`config.mk`:
```
export PLATFORM = sky130hd
export DESIGN_NAME = pc_next_unit_flat
export DESIGN_NICKNAME = d
export VERILOG_FILES = /design/src/rtl/pc_next_unit_if.sv /design/src/rtl/pc_next_unit.sv /design/src/flat_wrapper.sv
export SDC_FILE = /design/constraint.sdc
export NUM_CORES = 1
export LEC_CHECK = 0
export CORE_UTILIZATION = 59
export CTS_CLUSTER_SIZE = 28
export DETAILED_ROUTE_END_ITERATION = 10
export DONT_BUFFER_PORTS = 1
export MAX_ROUTING_LAYER = met4
export PLACE_DENSITY_LB_ADDON = 0.25
export SETUP_SLACK_MARGIN = 0.15
export SLEW_MARGIN = 25
export SYNTH_ARGS = -nofsm -noshare
export SYNTH_HDL_FRONTEND = slang
export SYNTH_SLANG_ARGS = --single-unit
```
`constraint.sdc`:
```
create_clock -name clk -period 3.7 [get_ports clk]
set_input_delay 0.74 -clock clk [delete_from_list [all_inputs] [get_ports clk]]
set_output_delay 0.74 -clock clk [all_outputs]
set_load 0.005 [all_outputs]
```
`src/rtl/pc_next_unit_if.sv`:
```
// Fetch request channel between the PC generator and instruction memory.
interface pc_next_unit_if #(
  parameter int XLEN = 64
);
  logic            if_valid;
  logic            if_ready;
  logic [XLEN-1:0] if_pc;

  modport master (output if_valid, output if_pc, input if_ready);
  modport slave  (input if_valid, input if_pc, output if_ready);
endinterface

```
`src/rtl/pc_next_unit.sv`:
```
// Fetch-stage program counter with branch/jump redirect resolution and a taken-redirect counter.
// Optional macro PC_MISALIGN_TRAP_EN: misaligned taken targets halt fetch and raise a sticky trap.
module pc_next_unit #(
  parameter int              XLEN       = 64,
  parameter logic [XLEN-1:0] RESET_VEC  = '0,
  parameter int              IMM_SHIFT  = 1,
  parameter int              INSN_BYTES = 4,
  parameter int              CNT_W      = 32
) (
  input  logic              clk,
  input  logic              reset,
  pc_next_unit_if.master    imem,
  input  logic              ex_valid_i,
  input  logic [3:0]        ex_kind_i,
  input  logic [XLEN-1:0]   ex_pc_i,
  input  logic [XLEN-1:0]   ex_imm_i,
  input  logic [XLEN-1:0]   ex_rs1_i,
  input  logic              ex_eq_i,
  input  logic              ex_lt_i,
  input  logic              ex_ltu_i,
  output logic              redirect_o,
  output logic [XLEN-1:0]   link_addr_o,
  output logic [CNT_W-1:0]  taken_cnt_o
`ifdef PC_MISALIGN_TRAP_EN
  ,
  output logic              trap_o,
  output logic [XLEN-1:0]   trap_pc_o
`endif
);

  localparam logic [3:0] K_BEQ  = 4'd1;
  localparam logic [3:0] K_BNE  = 4'd2;
  localparam logic [3:0] K_BLT  = 4'd3;
  localparam logic [3:0] K_BGE  = 4'd4;
  localparam logic [3:0] K_BLTU = 4'd5;
  localparam logic [3:0] K_BGEU = 4'd6;
  localparam logic [3:0] K_JAL  = 4'd7;
  localparam logic [3:0] K_JALR = 4'd8;
  localparam logic [XLEN-1:0] PC_INC = XLEN'(INSN_BYTES);

`ifdef PC_MISALIGN_TRAP_EN
  typedef enum logic [1:0] {BOOT, RUN, HALT} state_e;
`else
  typedef enum logic [1:0] {BOOT, RUN} state_e;
`endif

  state_e            state_q, state_d;
  logic [XLEN-1:0]   pc_q, pc_d;
  logic              redirect_q, redirect_d;
  logic [CNT_W-1:0]  cnt_q, cnt_d;
  logic              cond;
  logic              take;
  logic [XLEN-1:0]   jalr_sum;
  logic [XLEN-1:0]   target;

  function automatic logic [CNT_W-1:0] sat_inc(input logic [CNT_W-1:0] c);
    return (&c) ? c : c + CNT_W'(1);
  endfunction

  // Branch condition and redirect target from the execute-stage operands
  always_comb begin
    cond = 1'b0;
    unique case (ex_kind_i)
      K_BEQ:         cond = ex_eq_i;
      K_BNE:         cond = ~ex_eq_i;
      K_BLT:         cond = ex_lt_i;
      K_BGE:         cond = ~ex_lt_i;
      K_BLTU:        cond = ex_ltu_i;
      K_BGEU:        cond = ~ex_ltu_i;
      K_JAL, K_JALR: cond = 1'b1;
      default:       cond = 1'b0;
    endcase
    jalr_sum = ex_rs1_i + ex_imm_i;
    target   = (ex_kind_i == K_JALR) ? {jalr_sum[XLEN-1:1], 1'b0}
                                     : ex_pc_i + (ex_imm_i << IMM_SHIFT);
    take     = ex_valid_i && (state_q == RUN) && cond;
  end

`ifdef PC_MISALIGN_TRAP_EN
  logic            trap_q, trap_d;
  logic [XLEN-1:0] trap_pc_q, trap_pc_d;
  logic            misalign;
  assign misalign = |target[1:0];
`endif

  always_comb begin
    state_d    = state_q;
    pc_d       = pc_q;
    redirect_d = 1'b0;
    cnt_d      = cnt_q;
`ifdef PC_MISALIGN_TRAP_EN
    trap_d     = trap_q;
    trap_pc_d  = trap_pc_q;
`endif
    unique case (state_q)
      BOOT: state_d = RUN;
      RUN: begin
`ifdef PC_MISALIGN_TRAP_EN
        if (take && misalign) begin
          state_d   = HALT;
          trap_d    = 1'b1;
          trap_pc_d = target;
        end else
`endif
        if (take) begin
          pc_d       = target;
          redirect_d = 1'b1;
          cnt_d      = sat_inc(cnt_q);
        end else if (imem.if_ready) begin
          pc_d = pc_q + PC_INC;
        end
      end
      default: state_d = state_q;
    endcase
  end

  always_ff @(posedge clk or posedge reset) begin
    if (reset) begin
      state_q    <= BOOT;
      pc_q       <= RESET_VEC;
      redirect_q <= 1'b0;
      cnt_q      <= '0;
`ifdef PC_MISALIGN_TRAP_EN
      trap_q     <= 1'b0;
      trap_pc_q  <= '0;
`endif
    end else begin
      state_q    <= state_d;
      pc_q       <= pc_d;
      redirect_q <= redirect_d;
      cnt_q      <= cnt_d;
`ifdef PC_MISALIGN_TRAP_EN
      trap_q     <= trap_d;
      trap_pc_q  <= trap_pc_d;
`endif
    end
  end

  assign imem.if_valid = (state_q == RUN);
  assign imem.if_pc    = pc_q;
  assign redirect_o    = redirect_q;
  assign taken_cnt_o   = cnt_q;
  assign link_addr_o   = ex_pc_i + PC_INC;
`ifdef PC_MISALIGN_TRAP_EN
  assign trap_o        = trap_q;
  assign trap_pc_o     = trap_pc_q;
`endif

endmodule

```
`src/flat_wrapper.sv`:
```
// flat-port wrapper written by rule: the top's interface ports become plain ports
module pc_next_unit_flat 
#(
  parameter int              XLEN       = 64,
  parameter logic [XLEN-1:0] RESET_VEC  = '0,
  parameter int              IMM_SHIFT  = 1,
  parameter int              INSN_BYTES = 4,
  parameter int              CNT_W      = 32
)
  (clk, reset, ex_valid_i, ex_kind_i, ex_pc_i, ex_imm_i, ex_rs1_i, ex_eq_i, ex_lt_i, ex_ltu_i, redirect_o, link_addr_o, taken_cnt_o, imem_if_valid, imem_if_pc, imem_if_ready);
  pc_next_unit_if #(.XLEN(XLEN)) imem_i ();
  input  logic clk;
  input  logic reset;
  input  logic ex_valid_i;
  input  logic [3:0] ex_kind_i;
  input  logic [XLEN-1:0] ex_pc_i;
  input  logic [XLEN-1:0] ex_imm_i;
  input  logic [XLEN-1:0] ex_rs1_i;
  input  logic ex_eq_i;
  input  logic ex_lt_i;
  input  logic ex_ltu_i;
  output logic redirect_o;
  output logic [XLEN-1:0] link_addr_o;
  output logic [CNT_W-1:0] taken_cnt_o;
  output wire logic [$bits(imem_i.if_valid)-1:0] imem_if_valid;
  output wire logic [$bits(imem_i.if_pc)-1:0] imem_if_pc;
  input wire logic [$bits(imem_i.if_ready)-1:0] imem_if_ready;
  assign imem_if_valid = imem_i.if_valid;
  assign imem_if_pc = imem_i.if_pc;
  assign imem_i.if_ready = imem_if_ready;
  pc_next_unit #(.XLEN(XLEN), .RESET_VEC(RESET_VEC), .IMM_SHIFT(IMM_SHIFT), .INSN_BYTES(INSN_BYTES), .CNT_W(CNT_W)) u_core (.clk(clk), .reset(reset), .imem(imem_i), .ex_valid_i(ex_valid_i), .ex_kind_i(ex_kind_i), .ex_pc_i(ex_pc_i), .ex_imm_i(ex_imm_i), .ex_rs1_i(ex_rs1_i), .ex_eq_i(ex_eq_i), .ex_lt_i(ex_lt_i), .ex_ltu_i(ex_ltu_i), .redirect_o(redirect_o), .link_addr_o(link_addr_o), .taken_cnt_o(taken_cnt_o));
endmodule
```
Word level (Yosys, flattened, before mapping)
Cells that the tools add are included.

storage, ports and cells
  input bits = 203
  register bits after elaboration = 98
  output and inout port bits = 162
  word-level logic and storage cells = 35

operators by class
  bitwise operators = 4
  reduce and logical (&&, ||, !) cells = 8
  $add $sub $neg = 5
  equality and inequality tests = 8
  muxes and demuxes = 6

operators by type and width
  cell                   number
  $mux 64                3
  $add 64x3->64 const B  2
  $add 64x64->64         2
  $add 32x1->32 const B  1
  $reduce_and 32->1      1
  $eq 4x3->1 const B     4
  $eq 4x2->1 const B     2
  $pmux 1 s7             1
  $eq 4x1->1 const B     1
  $eq 4x4->1 const B     1
  $not 1->1              4
  $reduce_and 3->1       1
  $logic_and 1x1->1      2
  $logic_not 2->1        1
  $mux 1                 2
  $reduce_and 2->1       1
  $reduce_bool 2->1      1
  $reduce_or 2->1        1

Depth between registers and ports, before layout
Gate-level depths: netlist of run 1.

  word-level depth = 6
  mapped depth = 13
  depth with buffers taken out = 13

Least setup slack after synthesis of run 1
OpenSTA, ideal clock, no wires.

  kind = input -> register
  start = input ex_pc_i[1]
  end = register u_core.pc_q[63], in the netlist u_core.imem.if_pc[63]
  buffers on the path = 0
  setup time = 0.140 ns
  cell stages on the path = 13
  arrival = 3.298 ns
  required time = 3.560 ns
  path slack = 0.261 ns
  cells stage by stage = ha_1 -> inv_1 -> fa_1 -> nand2b_1 -> a21oi_1 -> o2111ai_1 -> and2_1 -> a2111oi_0 -> nor2_1 -> nand2_1 -> a31oi_1 -> a2111oi_0 -> a211oi_1

on the way
  cells in the longest elaborated chain, start to end = 3

RTL lines
  item                    line                 source
  start: declaration      flat_wrapper.sv:16   input logic [XLEN-1:0] ex_pc_i;
  $add 64x64->64          pc_next_unit.sv:75   : ex_pc_i + (ex_imm_i << IMM_SHIFT);
  $mux 64                 pc_next_unit.sv:74   target = (ex_kind_i == K_JALR) ? {jalr_sum[XLEN-1:1], 1'b0}
  $mux 64                 pc_next_unit.sv:105  if (take) begin
  end signal: assignment  pc_next_unit.sv:129  pc_q <= pc_d;
  end: declaration        pc_next_unit.sv:48   logic [XLEN-1:0] pc_q, pc_d;

Every way passes these cells.
A chain may end at the register's enable or synchronous reset.

Final worst setup path of run 1
  start = input ex_pc_i[17]
  end = output link_addr_o[59]

on the way
  cells in the longest elaborated chain, start to end = 1

RTL lines
  item              line                 source
  $add 64x3->64     pc_next_unit.sv:143  assign link_addr_o = ex_pc_i + PC_INC;
  end: declaration  flat_wrapper.sv:23   output logic [XLEN-1:0] link_addr_o;

Every way passes these cells.

==> results.toml, run 1 <==
[power_and_ir_drop]
vdd_ir_drop_max_mv = 0.193
p_total_mw = 5.07
p_leak_nw = 6.48
powerDensity_mw_per_mm2 = 333

[floorplan]
die_area_sq_mm = 0.0240
ios = 365
die_w_um = 155
row_count = 55
coreArea_sq_mm = 0.0228
initial_core_util = 0.605
die_y_um = 155

[yosys]
ys_top_cells_by_area = "dfrtp_1 (18%), ha_1 (12%), xnor2_1 (10%)"
synth_top_area_frac = 0.178
yosysWarnings = 0
ys_seq_elements = 98
avgSynthCellArea_sq_um = 7.54
ys_seq_area_frac = 0.178
syn_area_sq_mm = 0.0138
syn_inst = 1828
postSynth.asyncResetShare = 1.00
synth_cell_types = 90
synth_nets = 2160
synth-main-ff-cell = "dfrtp_1"
synth_top_cell_by_area = "dfrtp_1"
synth_edf_count = 0

[worst_setup_path]
critical_path_class = "input port to output port"
start_kind = "input port"
end_kind = "output port"
worstPathMaxFanout = 5
cp.arrival_ns = 2.74
worstPathRequired_ns = 2.96

[global_routing]
grt_overflow = 0
grt_pass1_vias = 13651
met1_usage = 0.498
use_met2 = 0.631
grtUsageTotal = 0.405
grt-busiest-layer = "met2"
use_met3 = 0.0967
antenna_found_initial = 0
grt_pass1_wl_mm = 73.6
grt_max_degree = 76

[detailed_routing]
vias = 14712
vias_per_cell = 6.64
drtIter0Drc = 1472
ant_nets = 0
drt_pass1_iterations = 6
drc = 0
wl_per_cell_um = 22.0
wl_mm = 48.8

[place]
gp_congestion = 0.980
io_buffers = 0
dp_slack_ns = -0.180
dp_hpwl_mm = 40.2
postPlaceCellArea_sq_mm = 0.0148

[sta]
timing.final.ws_setup_ns = 0.224
rsz0062_at_grt = "true"
worst_pin_slew_ns = 0.863
period_minus_slack_ns = 3.48
fin_crit_sh = 0.939
finClkSkew_ns = 0.0123
hold_viol_final = 0
relSlewSlack = 0.423
drv_slew = 0
setup_violations = 0
fmax_mhz = 288

[clock_network]
cts_tree = "built"
cts.hold.buffers_added = 0
h-tree-depth = 3
clk_latency_ns = 0.36
clockBufferDepth = 2
clock_sinks = 98
root_buffer = "clkbuf_16"
cts-buffers-inserted = 9
clk_pin_slew_ns = 0.08

[job]
cap_violations = 0

[cells_and_area]
fillers = 2013
n_antenna_cell = 0
register_area_sq_mm = 0.00245
nNetsFinal = 2230
multi_input_area_sq_mm = 0.0110
syn2layout_area_growth_pct = 10.6
fin_util = 0.669
drive_above_1_share = 0.106
finish.instance_area_sq_mm = 0.0152

[min_path]
holdCritPathClass = "input port to async pin"

[outcome]
status = "complete, no violations"
## worst paths after layout
path                                   startpoint                      to  slack, ns  depth (start not counted)
setup / recovery                      ex_pc_i[17]         link_addr_o[59]       0.22                         10
hold reg to reg            u_core.taken_cnt_o[16]  u_core.taken_cnt_o[16]       0.51                          1
max in group asynchronous                   reset   u_core.imem.if_pc[14]       2.66                          2
setup reg to reg                u_core.state_q[0]   u_core.imem.if_pc[57]       0.47                         10
hold / removal                              reset  u_core.taken_cnt_o[19]       0.36                          1
min in group clk           u_core.taken_cnt_o[16]  u_core.taken_cnt_o[16]       0.51                          1
## synthesized netlist by cell type (all sizes together), types with 5 or more instances
master,count
a211oi,24
a21boi,5
a21o,54
a21oi,175
a221oi,15
a22oi,7
a311oi,7
a31o,6
a31oi,19
and2,18
and3,51
and4,18
buf,21
clkbuf,42
dfrtp,98
ha,127
inv,35
mux2i,7
nand2,203
nand2b,22
nand3,94
nand3b,6
nand4,49
nor2,158
nor2b,12
nor3,34
o211ai,35
o21a,9
o21ai,101
o21bai,20
o22ai,9
o31ai,7
o41ai,5
or3,15
xnor2,158
xor2,100
## flip-flops by register name (all words and copies together), names as in the netlist
name                flops
u_core.imem.if_pc      64
u_core.taken_cnt_o     32
u_core.redirect_o       1
u_core.state_q          1
## layout by cell type (no fill, tap or decap), types with 93 or more instances in the layout
| master | netlist | layout |
|---|---|---|
| a21oi_1 | 169 | 168 |
| buf_4 | 4 | 121 |
| dfrtp_1 | 98 | 98 |
| ha_1 | 127 | 127 |
| nand2_1 | 203 | 203 |
| nand3_1 | 93 | 93 |
| nor2_1 | 158 | 152 |
| o21ai_0 | 93 | 93 |
| xnor2_1 | 158 | 157 |
| xor2_1 | 100 | 100 |
## critical path, cell delays in order
cell and delay [ns]:
and4_4 0.21, and4_4 0.22, nand4_1 0.21, nor2_2 0.22
inv_2 0.08, nor3_4 0.26, and3_4 0.25, nand4_4 0.16
nor3_2 0.18, xor2_1 0.19
## metal layers
metal,up-vias,part of all wire
li1,6866,-
met1,6836,0.40
met2,868,0.45
met3,142,0.11
met4,0,0.045
met5,-,0
## kinds of logic after synthesis
family	count (synthesis)	share of synthesized area
compound gates	538	0.256
xor+xnor	258	0.164
fa+ha+maj	129	0.118
buf+inv	99	0.0293
flops	98	0.178
mux	8	0.00590
other cells	1	0.000272
simple gates	697	0.248
## cell type report
class / count / area share
clock inverters: 7 / 0.00533
repair buffers: 122 / 0.0609
multi-input cells: 1631 / 0.723
well taps: 313 / 0.0257
flip-flops and latches: 98 / 0.161
inverters: 36 / 0.00919
clock buffers: 9 / 0.0148
## repair_timing
action,CTS,global route
setup endpoints to repair,11,16
buffers inserted,1,1
pin swaps,3,13
resized for setup,11,18
## power breakdown
part           total, mW  switching, mW  internal, mW
Clock              0.975          0.491         0.484
Combinational       2.28           1.28         0.991
Sequential          1.82          0.498          1.33
## stage by stage
stage / TNS (ns) / instances / hold WS [ns]
CTS: 0 / 2215 / 0.503
floorplan: 0 / 1828 / 0.463
detailed placement: -1.23 / 2198 / 0.494
global placement: -0.411 / 2198 / 0.495
finish: 0 / 2216 / 0.360
global route: 0 / 2216 / 0.388
Power figures use the tool's default switching activity.
==> run 2: changes to the inputs <==
--- a/config.mk
+++ b/config.mk
@@ -6,4 +6,5 @@
 export NUM_CORES = 1
 export LEC_CHECK = 0
+export CORE_ASPECT_RATIO = 1.5
 export CORE_UTILIZATION = 59
 export CTS_CLUSTER_SIZE = 28
==> constraint.sdc (replaced) <==
create_clock -name clk -period 3.7 [get_ports clk]
set_input_delay 1.11 -clock clk [delete_from_list [all_inputs] [get_ports clk]]
set_output_delay 1.11 -clock clk [all_outputs]
set_load 0.005 [all_outputs]
==> run 2 against run 1 <==
  * The flow now finishes with violations (setup timing)
  * Worst setup slack got worse by 0.72 ns
  * Final cell count rose by 6.7%
  * Count of clock-buffer cells in the layout did not move
  * Highest routed layer unchanged
==> results.toml, run 2 (synthesis gave the netlist of run 1 again) <==
[power_and_ir_drop]
p_total_mw = 5.45
powerDensity_mw_per_mm2 = 309
p_leak_nw = 7.68
vdd_ir_drop_max_mv = 0.289

[detailed_routing]
met2_wirelength_mm = 26.6
wl_met1_mm = 18.3
vias = 15976
routed.top_layer = "met4"
wl_per_cell_um = 22.8
wl_mm = 53.9
vias_per_cell = 6.76
drc = 0
drtIter0Drc = 1207
wl_met3_mm = 4.25
ant_nets = 0
drt_pass1_iterations = 5

[global_routing]
grt_pass1_wl_mm = 80.8
grt_overflow = 0
grtUsageTotal = 0.441
grt_pass1_vias = 15896
grt_max_degree = 79
antenna_found_initial = 0

[worst_setup_path]
end_kind = "output port"
crit_top_cell = "and4_4"
cp.arrival_ns = 3.08
worstPathMaxFanout = 4
cp_slowest_cell = "and4_4"
worstPathRequired_ns = 2.59
crit_chain = "and4_4 -> and4_4 -> and4_4 -> nor2b_4 -> nand2b_4 -> nor2_4 -> and3_4 -> and4_4 -> nand4_1 -> xnor2_1"
cp_slowest_stage_delay_ns = 0.25
start_kind = "input port"
critical_path_class = "input port to output port"

[sta]
drv_slew = 0
setup_violations = 29
fin_crit_sh = 1.13
timing.final.ws_setup_ns = -0.492
hold_ws_ns = 0.522
fmax_mhz = 239
worst_pin_slew_ns = 0.740
relSlewSlack = 0.505
hold_viol_final = 0
period_minus_slack_ns = 4.19
finClkSkew_ns = 0.0125
rsz0062_at_grt = "true"

[clock_network]
clockBufferDepth = 2
cts_tree = "built"
clk_pin_slew_ns = 0.07
root_buffer = "clkbuf_16"
clock_sinks = 98
cts-buffers-inserted = 9
clk_latency_ns = 0.36
h-tree-depth = 3

[min_path]
holdCritPathClass = "register to register"

[floorplan]
ios = 365
coreArea_sq_mm = 0.0230
initial_core_util = 0.600
die_y_um = 189
die_area_sq_mm = 0.0240
row_count = 68
die_w_um = 127

[outcome]
failed_checks = "setup timing"
status = "finished, violations left"

[place]
gp_congestion = 1.02
dp_hpwl_mm = 42.3
io_buffers = 0

[cells_and_area]
fin_util = 0.768
layout_commonest_cell = "buf_4"
multi_input_area_sq_mm = 0.0120
drive_above_1_share = 0.247
mostFrequentLayoutCells = "buf_4 (282), nand2_1 (195), a21oi_1 (149)"
syn2layout_area_growth_pct = 28.1
register_area_sq_mm = 0.00245
nNetsFinal = 2411
fillers = 1753
largest_reg_flops = 64

[job]
cap_violations = 0
==> run 2: changes by cell type in the layout (fill, tap and decap cells not counted), moves of 8 or more <==
cell / before / now
xnor2_1: 157 / 134
xnor2_2: 1 / 23
a21oi_2: 6 / 18
ha_1: 127 / 114
ha_4: 0 / 8
buf_6: 0 / 17
buf_4: 121 / 282
nand2_1: 203 / 195
o21ai_0: 93 / 81
a21oi_1: 168 / 149
==> run 2: routing by layer <==
| layer | GRT usage | up-vias |
|---|---|---|
| li1 | - | 7217 |
| met1 | 0.440 | 7528 |
| met2 | 0.759 | 926 |
| met3 | 0.0831 | 305 |
| met4 | 0.335 | 0 |
| met5 | - | - |
==> run 2: where the power goes <==
group,internal (mW),total [mW],switching [mW]
sequential,1.33,1.81,0.488
combinational,1.28,2.73,1.45
clock,0.462,0.906,0.443
==> run 2: final cells by class <==
class,count,area share
repair buffers,303,0.135
inverters,36,0.00787
clock buffers,9,0.0128
clock inverters,6,0.00269
diodes,1,0.000142
flip-flops and latches,98,0.139
multi-input cells,1631,0.682
well taps,280,0.0199
==> run 2: through the flow <==
stage | TNS (ns) | instances | setup slack, ns | area (sq um)
3_5_place_dp | -14.76 | 2325 | -0.528 | 16100
4_1_cts | -5.62 | 2348 | -0.423 | 16700
6_report | -7.79 | 2364 | -0.492 | 17600
2_1_floorplan | -2.13 | 1828 | -0.265 | 13900
5_1_grt | -9.00 | 2363 | -0.556 | 17600
3_3_place_gp | -13.62 | 2325 | -0.488 | 16100
==> run 2: final timing paths <==
check / from / slack (ns) / depth (start not counted) / endpoint
min in group asynchronous: reset / 0.64 / 1 / u_core.taken_cnt_o[30]
setup reg to reg: u_core.imem.if_pc[11] / 0.54 / 9 / u_core.imem.if_pc[63]
hold reg to reg: u_core.taken_cnt_o[28] / 0.52 / 1 / u_core.taken_cnt_o[28]
max in group asynchronous: reset / 2.29 / 2 / u_core.imem.if_pc[16]
hold / removal: u_core.taken_cnt_o[28] / 0.52 / 1 / u_core.taken_cnt_o[28]
setup / recovery: ex_pc_i[17] / -0.49 / 10 / link_addr_o[58]
==> run 2: what timing repair did <==
item / CTS / global route
endpoints found under the hold margin: 0 / 0
setup endpoints to repair: 51 / 65
hold buffers: 0 / 0
gates resized for setup: 54 / 149
setup buffers: 8 / 16
pin swaps: 23 / 82
==> run 2: worst max-delay path: cells and delay by family <==
family           cells  cell delay, ns
AND/OR/NAND/NOR      9            1.73
XOR/XNOR             1            0.22
==> run 3: changes to the inputs <==
- CORE_MARGIN: default -> 2
==> run 3 against run 2 <==
  * The run still ends with setup timing left
  * Sequential cell count unchanged
  * Non-clock buffer count up 8
  * Via count down 0.62%
  * Sequential share of layout area down 0.10 points
  * Register-to-register slack better by 0.18 ns
  * Worst setup slack worse by 0.10 ns
  * Critical path depth unchanged
  * Clock power up 13%
  * Final cell count up 0.34%
  * Critical path type unchanged
  * Critical endpoint is now link_addr_o[62]
  * Largest power group unchanged
==> results.toml, run 3 (synthesis gave the netlist of run 1 again) <==
[worst_setup_path]
path_buf_inv = 0
r2r_slack_ns = 0.72
start_kind = "input port"
worstPathMaxFanout = 4
cp_top_family = "simple AND/OR/NAND/NOR gates"
worstPathRequired_ns = 2.59
critical_path_class = "input port to output port"
crit_top_cell = "and4_4"
end_kind = "output port"
cp.arrival_ns = 3.18
crit_chain = "and4_4 -> and4_4 -> and4_4 -> nor2b_4 -> nand2b_4 -> nor2_4 -> and3_4 -> and4_4 -> nand4_1 -> xnor2_2"
cp_slowest_stage_delay_ns = 0.27
cp_slowest_cell = "and4_4"

[sta]
fmax_mhz = 233
period_minus_slack_ns = 4.29
hold_viol_final = 0
drv_slew = 0
fin_crit_sh = 1.16
worst_pin_slew_ns = 0.891
finClkSkew_ns = 0.0125
timing.final.ws_setup_ns = -0.595
rsz0062_at_grt = "true"
setup_violations = 29
relSlewSlack = 0.405

[outcome]
failed_checks = "setup timing"
status = "finished, violations left"

[cells_and_area]
nNetsFinal = 2419
layout_commonest_cell = "buf_4"
syn2layout_area_growth_pct = 29.0
largest_reg_flops = 64
fin_util = 0.774
mostFrequentLayoutCells = "buf_4 (295), nand2_1 (195), a21oi_1 (157)"
drive_above_1_share = 0.250
finish.instance_area_sq_mm = 0.0178
n_antenna_cell = 0

[floorplan]
initial_core_util = 0.600
die_y_um = 191
coreArea_sq_mm = 0.0230
ios = 365
row_count = 68
die_w_um = 129
die_area_sq_mm = 0.0246

[power_and_ir_drop]
powerDensity_mw_per_mm2 = 311
p_leak_nw = 7.75
vdd_ir_drop_max_mv = 0.253

[detailed_routing]
vias_per_cell = 6.69
wl_per_cell_um = 22.6
wl_mm = 53.6
drc = 0
drt_pass1_iterations = 5
vias = 15877
drtIter0Drc = 1121
ant_nets = 0

[min_path]
holdCritPathClass = "register to register"

[global_routing]
grt_max_degree = 62
grt_pass1_vias = 15334
grt_pass1_wl_mm = 79.1
grtUsageTotal = 0.417
antenna_found_initial = 0
grt_overflow = 0

[clock_network]
cts-buffers-inserted = 9
cts_tree = "built"
root_buffer = "clkbuf_16"
clk_latency_ns = 0.36
clock_sinks = 98
cts.hold.buffers_added = 0
clk_pin_slew_ns = 0.07
clockBufferDepth = 2
h-tree-depth = 3

[place]
dp_hpwl_mm = 42.0
postPlaceCellArea_sq_mm = 0.0161
gp_congestion = 1.04
io_buffers = 0

[job]
cap_violations = 0
[run 3: cell count changes in the layout (fill, tap and decap cells not counted), moves of 3 or more]
cell	change
buf_6	-4
a21oi_1	+8
inv_6	-3
ha_1	-5
a21oi_2	-8
ha_2	-4
buf_4	+13
nor2_1	-3
ha_4	+9
[run 3: final cells by class]
cell class,count,area (sq um)
clock buffers,9,225
clock inverters,7,96.3
fillers,1666,5200
inverters,36,139
multi-input cells,1631,12100
flip-flops and latches,98,2450
well taps,280,350
repair buffers,311,2420
[run 3: what timing repair did]
item	in CTS	in global routing
pin swaps	32	85
buffers inserted	9	21
setup endpoints to repair	49	69
gates resized for setup	57	138
[run 3: power by group]
part | switching, mW | internal [mW]
combinational | 1.41 | 1.27
clock | 0.475 | 0.546
sequential | 0.500 | 1.33
total | 2.39 | 3.14
[run 3: worst paths after layout]
check | start | to | depth (start not counted)
max in group asynchronous | reset | u_core.imem.if_pc[43] | 2
min | u_core.imem.if_pc[0] | u_core.imem.if_pc[0] | 2
min reg2reg | u_core.imem.if_pc[0] | u_core.imem.if_pc[0] | 2
min in group asynchronous | reset | u_core.taken_cnt_o[28] | 1
max reg2reg | u_core.state_q[0] | u_core.imem.if_pc[57] | 10
max | ex_pc_i[17] | link_addr_o[62] | 10
[run 3: worst register-to-register path, stage by stage, from the launching register on]
cell and delay (ns):
dfrtp_1 0.49, nand4_1 0.26, nor3_2 0.43, and3_1 0.38
and4_1 0.30, nand2_1 0.16, nor2_1 0.30, nand3_1 0.14
xnor2_1 0.17, nor2_1 0.07, a221oi_2 0.18
[run 3: through the flow]
stage	hold slack (ns)	power, mW	TNS [ns]	std cells	worst slack (ns)
final	0.517	5.53	-9.49	2372	-0.595
after global routing	0.542	5.85	-10.44	2372	-0.738
after CTS	0.517	5.31	-7.14	2351	-0.546
after detailed placement	0.503	4.27	-14.36	2326	-0.655
after global placement	0.477	4.22	-12.34	2326	-0.605
after floorplan	0.463	3.26	-2.13	1828	-0.265
[run 3: routing by layer]
| metal | vias to the layer above | track usage | part of all wire |
|---|---|---|---|
| met5 | - | - | 0 |
| met2 | 924 | 0.705 | 0.48 |
| met1 | 7411 | 0.431 | 0.34 |
| met4 | 0 | 0.294 | 0.095 |
| met3 | 311 | 0.0814 | 0.082 |
| li1 | 7231 | - | - |
